==> src/rtl/video_timing_win.sv <==
// rtl/video_timing_win.sv - raster timing generator with one double-buffered movable window
// Every output is registered one cycle behind the (h,v) counter state it decodes.
module video_timing_win #(
    parameter int H_ACTIVE = 640,
    parameter int H_FP     = 16,
    parameter int H_SYNC   = 96,
    parameter int H_BP     = 48,
    parameter int V_ACTIVE = 480,
    parameter int V_FP     = 10,
    parameter int V_SYNC   = 2,
    parameter int V_BP     = 33,
    parameter bit HS_POL   = 1'b0,
    parameter bit VS_POL   = 1'b0,
    parameter int CW       = 12,
    parameter int FCW      = 16
) (
    input  logic           clk_i,
    input  logic           rst_i,
    input  logic           en_i,
    input  logic [CW-1:0]  win_x_i,
    input  logic [CW-1:0]  win_y_i,
    input  logic [CW-1:0]  win_w_i,
    input  logic [CW-1:0]  win_h_i,
    output logic           hs_o,
    output logic           vs_o,
    output logic           de_o,
    output logic [CW-1:0]  x_o,
    output logic [CW-1:0]  y_o,
    output logic           win_req_o,
    output logic [CW-1:0]  win_col_o,
    output logic [CW-1:0]  win_row_o,
    output logic           line_start_o,
    output logic           frame_start_o,
    output logic [FCW-1:0] frame_cnt_o
);

    localparam int H_TOTAL = H_ACTIVE + H_FP + H_SYNC + H_BP;
    localparam int V_TOTAL = V_ACTIVE + V_FP + V_SYNC + V_BP;

    localparam logic [CW-1:0] H_LAST   = CW'(H_TOTAL - 1);
    localparam logic [CW-1:0] V_LAST   = CW'(V_TOTAL - 1);
    localparam logic [CW-1:0] H_ACT    = CW'(H_ACTIVE);
    localparam logic [CW-1:0] V_ACT    = CW'(V_ACTIVE);
    localparam logic [CW-1:0] HS_START = CW'(H_ACTIVE + H_FP);
    localparam logic [CW-1:0] HS_END   = CW'(H_ACTIVE + H_FP + H_SYNC);
    localparam logic [CW-1:0] VS_START = CW'(V_ACTIVE + V_FP);
    localparam logic [CW-1:0] VS_END   = CW'(V_ACTIVE + V_FP + V_SYNC);

    logic [CW-1:0]  h_q, h_d, v_q, v_d;
    logic [CW-1:0]  wx_q, wx_d, wy_q, wy_d, ww_q, ww_d, wh_q, wh_d;
    logic           hs_q, hs_d, vs_q, vs_d, de_q, de_d;
    logic [CW-1:0]  x_q, x_d, y_q, y_d;
    logic           win_q, win_d;
    logic [CW-1:0]  col_q, col_d, row_q, row_d;
    logic           ls_q, ls_d, fs_q, fs_d;
    logic [FCW-1:0] fcnt_q, fcnt_d;

    logic           h_last, v_last, de_c, hs_act, vs_act, win_c, load;
    logic [CW:0]    wx_end, wy_end;

    always_comb begin
        h_last = (h_q == H_LAST);
        v_last = (v_q == V_LAST);
        h_d    = h_q;
        v_d    = v_q;
        if (en_i) begin
            if (h_last) begin
                h_d = '0;
                v_d = v_last ? '0 : v_q + 1'b1;
            end else begin
                h_d = h_q + 1'b1;
            end
        end

        de_c   = (h_q < H_ACT) && (v_q < V_ACT);
        hs_act = (h_q >= HS_START) && (h_q < HS_END);
        vs_act = (v_q >= VS_START) && (v_q < VS_END);

        // One extra bit on the far edges so a window hanging past the counter range never wraps.
        wx_end = {1'b0, wx_q} + {1'b0, ww_q};
        wy_end = {1'b0, wy_q} + {1'b0, wh_q};
        win_c  = de_c && (h_q >= wx_q) && ({1'b0, h_q} < wx_end)
                      && (v_q >= wy_q) && ({1'b0, v_q} < wy_end);

        hs_d  = hs_act ? HS_POL : ~HS_POL;
        vs_d  = vs_act ? VS_POL : ~VS_POL;
        de_d  = en_i && de_c;
        win_d = en_i && win_c;
        ls_d  = en_i && (h_q == '0) && (v_q < V_ACT);
        fs_d  = en_i && (h_q == '0) && (v_q == '0);

        x_d    = de_d ? h_q : x_q;
        y_d    = de_d ? v_q : y_q;
        col_d  = win_d ? h_q - wx_q : col_q;
        row_d  = win_d ? v_q - wy_q : row_q;
        fcnt_d = fs_d ? fcnt_q + 1'b1 : fcnt_q;

        // Geometry is only sampled at the last pixel of a frame so a frame never tears.
        load = en_i && h_last && v_last;
        wx_d = load ? win_x_i : wx_q;
        wy_d = load ? win_y_i : wy_q;
        ww_d = load ? win_w_i : ww_q;
        wh_d = load ? win_h_i : wh_q;
    end

    always_ff @(posedge clk_i) begin
        if (rst_i) begin
            h_q    <= '0;
            v_q    <= '0;
            wx_q   <= '0;
            wy_q   <= '0;
            ww_q   <= '0;
            wh_q   <= '0;
            hs_q   <= ~HS_POL;
            vs_q   <= ~VS_POL;
            de_q   <= 1'b0;
            x_q    <= '0;
            y_q    <= '0;
            win_q  <= 1'b0;
            col_q  <= '0;
            row_q  <= '0;
            ls_q   <= 1'b0;
            fs_q   <= 1'b0;
            fcnt_q <= '0;
        end else begin
            h_q    <= h_d;
            v_q    <= v_d;
            wx_q   <= wx_d;
            wy_q   <= wy_d;
            ww_q   <= ww_d;
            wh_q   <= wh_d;
            hs_q   <= hs_d;
            vs_q   <= vs_d;
            de_q   <= de_d;
            x_q    <= x_d;
            y_q    <= y_d;
            win_q  <= win_d;
            col_q  <= col_d;
            row_q  <= row_d;
            ls_q   <= ls_d;
            fs_q   <= fs_d;
            fcnt_q <= fcnt_d;
        end
    end

    assign hs_o          = hs_q;
    assign vs_o          = vs_q;
    assign de_o          = de_q;
    assign x_o           = x_q;
    assign y_o           = y_q;
    assign win_req_o     = win_q;
    assign win_col_o     = col_q;
    assign win_row_o     = row_q;
    assign line_start_o  = ls_q;
    assign frame_start_o = fs_q;
    assign frame_cnt_o   = fcnt_q;

endmodule
==> config.mk <==
export PLATFORM = sky130hd
export DESIGN_NAME = video_timing_win
export DESIGN_NICKNAME = d
export VERILOG_FILES = /design/src/rtl/video_timing_win.sv
export SDC_FILE = /design/constraint.sdc
export NUM_CORES = 1
export LEC_CHECK = 0
export ABC_AREA = 0
export CORE_MARGIN = 3
export CORE_UTILIZATION = 55
export DETAILED_ROUTE_END_ITERATION = 16
export DONT_BUFFER_PORTS = 1
export HOLD_SLACK_MARGIN = 0.12
export PLACE_DENSITY = 0.69
export RECOVER_POWER = 50
export SLEW_MARGIN = 40
export SYNTH_ARGS = -nofsm -noshare
export SYNTH_HDL_FRONTEND = slang
export SYNTH_SLANG_ARGS = --single-unit
export TNS_END_PERCENT = 30
==> constraint.sdc <==
create_clock -name clk_i -period 5.3 [get_ports clk_i]
set_input_delay 1.06 -clock clk_i [delete_from_list [all_inputs] [get_ports clk_i]]
set_output_delay 1.06 -clock clk_i [all_outputs]
set_load 0.02 [all_outputs]
==> metrics.yaml <==
placed_design:
  placed_cells_incl_taps: 1115
  finalWeightedCongestion: 0.8943
  place_ws_ps: 895.8
  dp_area_um2: 8230
  port-buffer-count: 0
  half_perimeter_wire_length_of_the_detailed_placement_result_um: 14990
yosys:
  synth.avg_cell_area_um2: 8.322
  synth_ff_type: "sky130_fd_sc_hd__dfxtp_1"
  syn-num-nets: 1108
  synth_cell_types: 63
  async_flop_share: 0
  yosysWarnings: 0
  netlist_instances: 977
  number_of_storage_elements_in_the_synthesis_netlist: 142
  synthesis.area_um2: 8130
  synth_enable_flop_cells: 0
  seq_area_frac_synth: 0.3496
flow_run:
  cap_viol_max_count: 0
grt:
  wire_length_of_the_first_global_routing_pass_um: 31930
  antenna_found_initial: 0
  grt_pass1_vias: 6180
  grt_max_degree: 118
  grtUsageTotal: 0.2458
  grt_overflow_total: 0
timing:
  maxSlewViolCount: 0
  finalWorstSetupSlack_ps: 873.2
  relSlewSlack: 0.1846
  clock_skew_ps: 8.378
  fin_tns_setup_ps: 0
  layout_worst_path_cycle_share: 0.8353
  final-setup-viol-count: 0
  tightest_slew_ps: 1223
  timing.final.crit_period_ps: 4427
  fmax_ghz: 0.2259
  finalHoldViolations: 0
  grt_setup_unrepaired: "no"
min_path:
  hold_class: "register to register"
  hold_start: "ww_q[6]"
  hold-path-endpoint: "ww_q[6]"
  min_delay_path_depth: 2
die:
  core_area_um2: 14150
  floorplan.rows: 43
  chipWidth_um: 127.6
  design.die.area_um2: 16280
  initial_core_util: 0.5746
  die_height_um: 127.6
  io-pin-count: 121
final_layout:
  post_route_utilization: 0.6219
  layout.filler_cells: 1271
  post-route-cell-area_um2: 8800
  finish.cell_count_without_fillers: 1147
  num-nets-final: 1085
  drive_gt1_frac: 0.04860
  antennaDiodeCount: 0
  flow.area_growth_from_synthesis_pct: 8.233
  multi_input_area_um2: 4920
  layout.area.seq_um2: 2843
cts:
  clockBufferDepth: 2
  worst_skew_pair.late_latency_ps: 420
  cts_made_buffers: 17
  post_cts.resized_instances: 0
  post_cts_buffers: 0
  tritoncts_num_sinks: 142
  cts_hold_buffers: 0
  clock_tree_from_tritoncts: "done"
  clk_pin_slew_worst_paths_ps: 60
  h_tree_depth: 4
  clock_root_buffer: "sky130_fd_sc_hd__clkbuf_16"
critical_path:
  cpMostUsedCell: "sky130_fd_sc_hd__ha_1"
  critical_path_class: "register to register"
  r2r-end: "win_row_o[4]"
  end_kind: "register"
  worst-path-max-fanout: 17
  launching_element_type_of_the_critical_path: "register"
  reg2regPathDepth: 18
  rrSetupSlack_ps: 870
  cp_data_arrival_time_ps: 4750
  crit-reg2reg-launch: "wy_q[0]"
  worst_ep_required_time_ps: 5620
  critical_path.cell_chain: "ha_1, inv_1, fa_1, nor2b_1, o31a_1, o22a_1, a41o_1, nor2_1, xor2_1, ha_1, or4_1, a221oi_1, o21ai_0, a31oi_1, a311o_1, buf_4, nand3_1, o41ai_1"
  slowest_stage: "sky130_fd_sc_hd__or4_1"
  cp_slowest_stage_delay_ps: 500
detailed_routing:
  post_drt_via_cell_ratio: 5.901
  detail_route.drc_violations: 0
  initialDrtViolationCount: 359
  drt_first_pass_iters: 4
  drtAntennaViolNets: 0
  drt_wl_cell_um: 17.49
  dr_total_vias: 6769
  routed_wire_length_um: 20060
outcome:
  status: "finished, final reports clean"
pwr:
  vdd_ir_drop_max_uv: 277.1
  leakage_uw: 0.003484
  p_per_area_nw_per_um2: 264.1
critical path: cells and delay by family (launching register included):
kind,cells,cell delay (ps)
buffers and inverters,2,280
AOI/OAI and AO/OA,8,1770
xor gates and xnor gates,1,140
DFF,1,360
adders and majority gates,3,760
and+or+nand+nor,4,1010
layout make-up:
class	count	share of cell area
Clock inverter	7	0.008673
Sequential cell	142	0.3230
Tap cell	180	0.02559
Clock buffer	25	0.05744
Multi-Input combinational cell	743	0.5591
Inverter	43	0.01834
Timing Repair Buffer	7	0.007820
power by group:
part | internal [uW] | switching (uW) | total [uW]
Combinational | 26.9 | 42.2 | 69.1
Clock | 712 | 455 | 1170
Sequential | 1070 | 14.3 | 1090
synthesized netlist by cell type (5+ instances only):
master / instances / area [um2]
sky130_fd_sc_hd__a211oi_1: 10 / 75.07
sky130_fd_sc_hd__a21o_1: 10 / 75.07
sky130_fd_sc_hd__a21oi_1: 90 / 450.4
sky130_fd_sc_hd__a31oi_1: 9 / 56.30
sky130_fd_sc_hd__and3_1: 13 / 81.33
sky130_fd_sc_hd__and4_1: 6 / 52.55
sky130_fd_sc_hd__buf_2: 10 / 50.05
sky130_fd_sc_hd__clkbuf_1: 36 / 135.1
sky130_fd_sc_hd__dfxtp_1: 142 / 2843
sky130_fd_sc_hd__ha_1: 76 / 950.9
sky130_fd_sc_hd__inv_1: 43 / 161.4
sky130_fd_sc_hd__mux2i_1: 20 / 200.2
sky130_fd_sc_hd__nand2_1: 126 / 473.0
sky130_fd_sc_hd__nand2b_1: 10 / 62.56
sky130_fd_sc_hd__nand3_1: 16 / 80.08
sky130_fd_sc_hd__nand4_1: 25 / 156.4
sky130_fd_sc_hd__nor2_1: 102 / 382.9
sky130_fd_sc_hd__nor2b_1: 9 / 56.30
sky130_fd_sc_hd__nor3_1: 16 / 80.08
sky130_fd_sc_hd__o21a_1: 22 / 165.2
sky130_fd_sc_hd__o21ai_0: 23 / 115.1
sky130_fd_sc_hd__o21bai_1: 5 / 37.54
sky130_fd_sc_hd__o311ai_0: 6 / 52.55
sky130_fd_sc_hd__o31ai_1: 15 / 112.6
sky130_fd_sc_hd__o41ai_1: 7 / 61.31
sky130_fd_sc_hd__or3_1: 7 / 43.79
sky130_fd_sc_hd__xnor2_1: 21 / 183.9
sky130_fd_sc_hd__xor2_1: 39 / 341.6
cell usage in the layout (no fill, tap or decap), types with 5 or more instances in the layout:
master	synthesis	routed
sky130_fd_sc_hd__clkbuf_16	0	17
sky130_fd_sc_hd__and3_1	13	13
sky130_fd_sc_hd__a211oi_1	10	10
sky130_fd_sc_hd__o21ai_0	23	23
sky130_fd_sc_hd__nor2_1	102	101
sky130_fd_sc_hd__o41ai_1	7	7
sky130_fd_sc_hd__ha_1	76	76
sky130_fd_sc_hd__nor3_1	16	17
sky130_fd_sc_hd__nand4_1	25	25
sky130_fd_sc_hd__or3_1	7	7
sky130_fd_sc_hd__nor2b_1	9	9
sky130_fd_sc_hd__nand3_1	16	16
sky130_fd_sc_hd__or4_1	4	5
sky130_fd_sc_hd__o311ai_0	6	6
sky130_fd_sc_hd__xnor2_1	21	21
sky130_fd_sc_hd__xor2_1	39	39
sky130_fd_sc_hd__o21bai_1	5	5
sky130_fd_sc_hd__nand2b_1	10	10
sky130_fd_sc_hd__o21a_1	22	22
sky130_fd_sc_hd__buf_4	1	5
sky130_fd_sc_hd__a21oi_1	90	90
sky130_fd_sc_hd__mux2i_1	20	20
sky130_fd_sc_hd__inv_1	43	43
sky130_fd_sc_hd__and4_1	6	6
sky130_fd_sc_hd__dfxtp_1	142	142
sky130_fd_sc_hd__o31ai_1	15	15
sky130_fd_sc_hd__nand2_1	126	126
sky130_fd_sc_hd__a31oi_1	9	9
sky130_fd_sc_hd__clkbuf_8	0	5
sky130_fd_sc_hd__a21o_1	10	10
sequential cells by signal (all words and copies together) (netlist names), 12 cells and up:
register / count
wy_q: 12
ww_q: 12
win_col_o: 12
x_o: 12
frame_cnt_o: 16
y_o: 12
h_q: 12
wh_q: 12
win_row_o: 12
wx_q: 12
v_q: 12
cells by family (layout without fill, tap and decap cells):
family          Yosys count  in the layout  synth area share
simple gates            356            356            0.2074
buf+inv                  92             82           0.04540
xor+xnor                 60             60           0.06464
mux                      22             22           0.02739
flops                   142            142            0.3496
compound gates          225            225            0.1787
fa+ha+maj                80             80            0.1268
how the worst max path moves through the flow:
stage            start             to  slack (ps)  cells past startpoint
3_3_place_gp   wy_q[0]   win_row_o[4]        1060                     18
6_report       wy_q[0]   win_row_o[4]         870                     18
4_1_cts        wy_q[0]   win_row_o[4]         890                     18
3_5_place_dp   wy_q[0]  win_row_o[10]         900                     18
5_1_grt        wy_q[1]  win_row_o[10]         400                     17
2_1_floorplan  wy_q[0]   win_col_o[3]        1460                     19
metrics by stage:
| stage | total power, uW | hold slack [ps] |
|---|---|---|
| CTS | 2339 | 449.9 |
| global placement | 1179 | 436.8 |
| detailed placement | 1180 | 443.3 |
| finish | 2324 | 453.3 |
| global route | 2392 | 474.5 |
| floorplan | 1175 | 435.6 |
metal layers:
layer | GRT usage | routed length, um | vias to the layer above
met5 | 0 | 0 | -
met4 | 0.08177 | 340 | 0
met3 | 0.07734 | 1820 | 22
met2 | 0.3425 | 8168 | 238
met1 | 0.3588 | 9727 | 3093
li1 | - | - | 3416
No activity file was read; power rests on OpenSTA's default activity.
